===== config.mk =====
export PLATFORM = sky130hd
export DESIGN_NAME = stopwatch_controller
export DESIGN_NICKNAME = d
export VERILOG_FILES = /design/src/rtl/stopwatch_controller.sv
export SDC_FILE = /design/constraint.sdc
export NUM_CORES = 1
export LEC_CHECK = 0
export BUFFER_PORTS_ARGS = -buffer_cell sky130_fd_sc_hd__buf_2
export CORE_MARGIN = 2
export CORE_UTILIZATION = 63
export CTS_CLUSTER_DIAMETER = 80
export DETAILED_ROUTE_END_ITERATION = 8
export PLACE_DENSITY = 0.84
export SYNTH_ARGS = -nofsm -noshare
export SYNTH_HDL_FRONTEND = slang
export SYNTH_SLANG_ARGS = --single-unit
export TNS_END_PERCENT = 10

===== constraint.sdc =====
create_clock -name CLK_50MHz -period 3.5 [get_ports CLK_50MHz]
set_input_delay 0.525 -clock CLK_50MHz [delete_from_list [all_inputs] [get_ports CLK_50MHz]]
set_output_delay 0.525 -clock CLK_50MHz [all_outputs]
set_load 0.005 [all_outputs]

===== src/rtl/stopwatch_controller.sv =====
// Stopwatch sequencing controller: start/stop/lap/clear state machine, BCD mm:ss.cc
// counter with sticky wrap flag, and a registered display that shows live or lap time.
module stopwatch_controller #(
  parameter int MIN_MAX = 59
) (
  input  logic       CLK_50MHz,
  input  logic       reset,
  input  logic       tick_100Hz,
  input  logic       btn_start_stop,
  input  logic       btn_lap_clear,
  output logic [3:0] min_tens,
  output logic [3:0] min_ones,
  output logic [3:0] sec_tens,
  output logic [3:0] sec_ones,
  output logic [3:0] cs_tens,
  output logic [3:0] cs_ones,
  output logic [1:0] state,
  output logic       running,
  output logic       overflow
);

  typedef enum logic [1:0] {
    IDLE  = 2'd0,
    RUN   = 2'd1,
    PAUSE = 2'd2,
    LAP   = 2'd3
  } sw_state_t;

  localparam logic [3:0] MAX_T = 4'(MIN_MAX / 10);
  localparam logic [3:0] MAX_O = 4'(MIN_MAX % 10);

  sw_state_t   state_r, state_next_s;
  logic [23:0] cnt_r, cnt_next_s;
  logic [23:0] lap_r, lap_next_s;
  logic [23:0] disp_r, disp_next_s;
  logic        ovf_r, ovf_next_s;
  logic        running_r;
  logic        tick_en_s, lap_load_s, clear_s;
  logic [24:0] inc_s;

  // One-centisecond BCD increment of {mt,mo,st,so,ct,co}; bit 24 flags the wrap to zero.
  function automatic logic [24:0] time_inc(input logic [23:0] t);
    logic [3:0] mt, mo, st, so, ct, co;
    logic       wrap;
    {mt, mo, st, so, ct, co} = t;
    wrap = 1'b0;
    if (co != 4'd9) begin
      co = co + 4'd1;
    end else begin
      co = 4'd0;
      if (ct != 4'd9) begin
        ct = ct + 4'd1;
      end else begin
        ct = 4'd0;
        if (so != 4'd9) begin
          so = so + 4'd1;
        end else begin
          so = 4'd0;
          if (st != 4'd5) begin
            st = st + 4'd1;
          end else begin
            st = 4'd0;
            if ((mt == MAX_T) && (mo == MAX_O)) begin
              mt   = 4'd0;
              mo   = 4'd0;
              wrap = 1'b1;
            end else if (mo != 4'd9) begin
              mo = mo + 4'd1;
            end else begin
              mo = 4'd0;
              mt = mt + 4'd1;
            end
          end
        end
      end
    end
    return {wrap, mt, mo, st, so, ct, co};
  endfunction

  // Button sequencing; start_stop takes priority over lap_clear.
  always_comb begin
    state_next_s = state_r;
    lap_load_s   = 1'b0;
    clear_s      = 1'b0;
    case (state_r)
      IDLE: begin
        if (btn_start_stop) state_next_s = RUN;
        else                state_next_s = IDLE;
      end
      RUN: begin
        if (btn_start_stop) begin
          state_next_s = PAUSE;
        end else if (btn_lap_clear) begin
          state_next_s = LAP;
          lap_load_s   = 1'b1;
        end else begin
          state_next_s = RUN;
        end
      end
      LAP: begin
        if (btn_start_stop)     state_next_s = PAUSE;
        else if (btn_lap_clear) state_next_s = RUN;
        else                    state_next_s = LAP;
      end
      PAUSE: begin
        if (btn_start_stop) begin
          state_next_s = RUN;
        end else if (btn_lap_clear) begin
          state_next_s = IDLE;
          clear_s      = 1'b1;
        end else begin
          state_next_s = PAUSE;
        end
      end
      default: state_next_s = IDLE;
    endcase
  end

  // Count, lap capture, overflow and display next values; the lap copy takes the pre-tick count.
  always_comb begin
    tick_en_s   = tick_100Hz && ((state_r == RUN) || (state_r == LAP));
    inc_s       = time_inc(cnt_r);
    cnt_next_s  = cnt_r;
    ovf_next_s  = ovf_r;
    if (clear_s) begin
      cnt_next_s = 24'd0;
      ovf_next_s = 1'b0;
    end else if (tick_en_s) begin
      cnt_next_s = inc_s[23:0];
      ovf_next_s = ovf_r | inc_s[24];
    end else begin
      cnt_next_s = cnt_r;
      ovf_next_s = ovf_r;
    end
    if (lap_load_s) lap_next_s = cnt_r;
    else            lap_next_s = lap_r;
    if (state_next_s == LAP) disp_next_s = lap_next_s;
    else                     disp_next_s = cnt_next_s;
  end

  // State and datapath registers with synchronous reset.
  always_ff @(posedge CLK_50MHz) begin
    if (reset) begin
      state_r   <= IDLE;
      cnt_r     <= 24'd0;
      lap_r     <= 24'd0;
      disp_r    <= 24'd0;
      ovf_r     <= 1'b0;
      running_r <= 1'b0;
    end else begin
      state_r   <= state_next_s;
      cnt_r     <= cnt_next_s;
      lap_r     <= lap_next_s;
      disp_r    <= disp_next_s;
      ovf_r     <= ovf_next_s;
      running_r <= (state_next_s == RUN) || (state_next_s == LAP);
    end
  end

  assign {min_tens, min_ones, sec_tens, sec_ones, cs_tens, cs_ones} = disp_r;
  assign state    = state_r;
  assign running  = running_r;
  assign overflow = ovf_r;

endmodule

# --- After elaboration in Yosys (flattened, before gate mapping) ---
# Index checks and enable logic that the tools add are counted.
word_totals:
  input_bits: 5
  ff_bits: 76
  output_inout_bits: 28
classes:
  muxes: 43
  reduce_logical: 6
  bitwise_logic: 1
  n_eq_ne: 12
  add_sub_neg: 6
op_table:
  columns: ["op", "n"]
  rows:
  - ["24-bit 2-to-1 mux", 4]
  - ["4-bit 2-to-1 mux", 22]
  - ["4-bit by 1-bit adder with 4-bit output (second input constant)", 6]
  - ["4-bit != test (second input constant)", 4]
  - ["2-bit 2-to-1 mux", 6]
  - ["1-bit 2-to-1 mux", 10]
  - ["2-bit case mux with 4 select lines", 1]
  - ["2-bit == test (second input constant)", 3]
  - ["2-bit by 1-bit == test with 1-bit output (second input constant)", 2]
  - ["4-bit by 3-bit == test with 1-bit output (second input constant)", 1]
  - ["4-bit == test (second input constant)", 1]
  - ["4-bit by 3-bit != test with 1-bit output (second input constant)", 1]
  - ["1-bit logical AND", 2]
  - ["2-bit logical NOT", 1]
  - ["1-bit logical OR", 2]
  - ["2-bit OR reduction", 1]
  - ["1-bit OR", 1]

# --- Logic depth before layout (Yosys ltp) ---
logic_depth:
  ltp_word: 10
  depth_mapped: 7

# --- Least setup slack after synthesis ---
# No wires, ideal clock.
synth_path:
  path_type: "input to register"
  from: "in btn_lap_clear"
  to: "reg disp_r[10]"
  stages: 7
  arrival_time_ns: 1.978
  t_required_ns: 3.380
  path_slack_ns: 1.402
  path_cell_list: "buf_2 > nor4bb_1 > buf_2 > buf_2 > mux2i_1 > nor2_1 > a211o_1"
synth_between:
  elab_chain_cells: 5
synth_rtl:
  columns: ["item", "line", "text"]
  rows:
  - ["start, declared", "10", "input logic btn_lap_clear,"]
  - ["2-bit 2-to-1 mux, or another cell as far along", "108", "end else if (btn_lap_clear) begin"]
  - ["2-bit 2-to-1 mux, or another cell as far along", "106", "if (btn_start_stop) begin"]
  - ["2-bit case mux with 4 select lines or 1-bit 2-to-1 mux (tied branches)", "85", "case (state_r)"]
  - ["2-bit == test, or another cell as far along", "137", "if (state_next_s == LAP) disp_next_s = lap_next_s;"]
  - ["24-bit 2-to-1 mux (*)", "137", null]
  - ["end signal, assigned", "154", "disp_r <= disp_next_s;"]
  - ["end, declared", "35", "logic [23:0] disp_r, disp_next_s;"]
# Every way passes the cells marked *; elsewhere a longest branch is shown, timed or not.
# A chain may end at the register's enable or synchronous reset.

# --- Worst setup path after layout ---
layout_path:
  from: "reg cnt_r[3]"
  to: "reg disp_r[18]"
layout_between:
  elab_chain_cells: 5
layout_rtl:
  columns: ["item", "line", "text"]
  rows:
  - ["start, declared", "33", "logic [23:0] cnt_r, cnt_next_s;"]
  - ["start signal, assigned", "152", "cnt_r <= cnt_next_s;"]
  - ["4-bit != test", "47", "if (co != 4'd9) begin"]
  - ["4-bit 2-to-1 mux", "47", null]
  - ["24-bit 2-to-1 mux", "128", "end else if (tick_en_s) begin"]
  - ["24-bit 2-to-1 mux", "125", "if (clear_s) begin"]
  - ["24-bit 2-to-1 mux", "137", null]
# No other way between the ends.

==> results.json <==
{
  "status": "finished, final reports clean",
  "synthesis.area_sq_um": 3450,
  "rsz0062_at_grt": "false",
  "cts_hold_buf": 0,
  "combPwrFrac_pct": 4.0,
  "grt_overflow": 0,
  "cts_setup_buffers": 0,
  "insertion_delay_ns": 0.36,
  "tightestPinTransition_ns": 0.795,
  "drv_cap": 0,
  "slew_violations": 0,
  "fillers": 390,
  "path_cells": "or3b_1 > or4_4 > or4b_1 > o211ai_1",
  "synth_edf_count": 0,
  "post_drt_wl_per_cell_um": 16.8,
  "antenna_cells": 0,
  "via_per_inst": 6.24,
  "synth_ff_type": "dfxtp_1",
  "final_common_cell": "dfxtp_1",
  "syn_inst": 382,
  "grt_pass1_wl_um": 13100,
  "cp_slowest_cell": "or4_4",
  "worst-setup-path-type": "reg2reg",
  "clock_power_share_pct": 46.3,
  "synthTopCellsByArea": "dfxtp_1 44%, mux2i_1 7.0%, nor2_1 5.2%, o211ai_1 3.3%, a21oi_1 2.9%",
  "drc": 0,
  "clock-root-buffer": "clkbuf_8",
  "nets": 418,
  "p_int_w": 0.00136,
  "setup_tns_ns": 0,
  "netSwitchingFraction_pct": 22.2,
  "dp_cells": 464,
  "async_reset_ff_share_pct": 0,
  "synth-seq-cells": 75,
  "worstHoldPathType": "reg2reg",
  "timing.fmax_mhz": 420,
  "grt_usage_pct": 27.5,
  "hold_viol": 0,
  "powerDensity_nw_per_um2": 450,
  "relSlewSlack_pct": 46.5,
  "gp_congestion": 0.819,
  "cp.required_ns": 3.77,
  "yosysWarningCount": 0,
  "cp.buffers_inverters": 0,
  "syn2layout_area_growth_pct": 12.4,
  "hpwl_um": 5310,
  "postLayoutCoreUtil_pct": 74.4,
  "cts_made_buffers": 9,
  "end_kind": "register",
  "firstDrtPassIters": 7,
  "fin_crit_ns": 2.38,
  "io_buffers": 32,
  "syn-num-nets": 395,
  "drtIter0Drc": 328,
  "initial_core_util_pct": 66.2,
  "worstPathMaxFanout": 15,
  "io_pins": 33,
  "yosys.area.top_type": "dfxtp_1",
  "cts.sink_count": 75,
  "ant_nets": 0,
  "core-area_sq_um": 5200,
  "ir_drop_mv": 0.294,
  "setup_viol": 0,
  "synth_cell_type_count": 57,
  "cts_buffer_depth": 2,
  "final_cell_mix": "75 x dfxtp_1, 48 x nor2_1, 32 x buf_2, 24 x mux2i_1, 20 x a21oi_1",
  "vias": 2994,
  "synth_area_per_cell_sq_um": 9.02,
  "clk_pin_slew_ns": 0.08,
  "instances_no_fill": 480,
  "cts_max_level": 3,
  "routed_wirelength_um": 8060,
  "power_switching_w": 0.000387,
  "grt_pass1_vias": 2697,
  "rrSetupSlack_ns": 1.12,
  "cp_slowest_stage_delay_ns": 0.70,
  "crit_family": "simple AND/OR/NAND/NOR gates",
  "drive_above_1_share_pct": 15.1,
  "die_height_um": 78.0,
  "die_area_sq_um": 6080,
  "cts_tree": "built",
  "dieWidth_um": 78.0,
  "critPathLaunchType": "register",
  "cts_resized": 0,
  "synth_top_cell_area_share_pct": 43.6,
  "p_seq_share_pct": 49.6,
  "rows": 26,
  "period_share_pct": 68.1,
  "skew_ns": 0.00576,
  "grt_max_degree": 41,
  "antenna_found_initial": 0,
  "ys_seq_area_share_pct": 43.6,
  "leakagePower_nw": 1.39,
  "crit_arrival_ns": 2.66
}
## worst min-delay path, cell delays in order, from the launching register on
cell and delay [ns]:
dfxtp_1 0.33, a31oi_1 0.04, nor2_1 0.07
## layer usage
layer	share of wire, %	vias up	wire length (um)	global-route usage (%)
met5	0	-	0	0
met4	2.1	0	170	12.8
met3	6.6	22	532	4.30
met2	49	137	3960	46.4
met1	42	1402	3390	34.5
li1	-	1433	-	-
## state kept, by name, summed over array words and instances, names as in the netlist
register and cells:
disp_r 24, cnt_r 24, overflow 1, lap_r 24, state 1, running 1
## power by group through the flow
stage                     Sequential (W)  Combinational [W]  Clock, W
after floorplan                 0.000880          0.0000516         0
after global placement          0.000885          0.0000671         0
after detailed placement        0.000885          0.0000692         0
after CTS                       0.000865          0.0000698  0.000803
after global routing            0.000867          0.0000760  0.000848
final                           0.000865          0.0000705  0.000807
## cell usage after synthesis (3+ instances only)
library cell and number:
mux2i_1 24, nand2_1 10, inv_1 9, or3_1 6
a21oi_1 20, ha_1 8, o22ai_1 7, o21a_1 4
nor2b_1 8, o21ai_0 17, or3b_1 3, a31oi_1 5
nor3b_1 4, nand3b_1 4, nand4_1 11, xnor2_1 5
and3b_1 4, mux2_2 4, dfxtp_1 75, buf_2 7
nor2_1 48, clkbuf_1 14, nor4_1 3, nand3_1 15
o211ai_1 15, nand2b_1 10
## cell families after synthesis
kind of cell	synth area share (%)
AND/OR/NAND/NOR	23.2
adder cells (fa/ha/maj)	2.90
flip-flops	43.6
buffers and inverters	4.06
AO/OA/AOI/OAI	16.3
multiplexers	8.28
XOR/XNOR	1.78
## per-stage QoR
| stage | cell area [sq um] | hold slack (ns) | power [W] | worst slack (ns) |
|---|---|---|---|---|
| finish | 3870 | 0.470 | 0.00174 | 1.12 |
| global route | 3870 | 0.508 | 0.00179 | 1.05 |
| detailed placement | 3630 | 0.460 | 0.000954 | 1.17 |
| floorplan | 3450 | 0.448 | 0.000932 | 1.40 |
| CTS | 3870 | 0.478 | 0.00174 | 1.14 |
| global placement | 3630 | 0.449 | 0.000952 | 1.22 |
## cell type report
class                           count  area [sq um]  area share (%)
Timing Repair Buffer               36           190            4.91
Tap cell                           70          87.6            2.26
Clock buffer                       10           128            3.29
Inverter                            9          33.8           0.872
Clock inverter                      6           114            2.94
Multi-Input combinational cell    274          1820            47.0
Sequential cell                    75          1500            38.7
## final timing paths
path	startpoint	end	depth (start not counted)
min reg2reg	overflow	overflow	2
max reg2reg	cnt_r[3]	disp_r[18]	4
max	cnt_r[3]	disp_r[18]	4
min	overflow	overflow	2
Power figures use the tool's default switching activity.
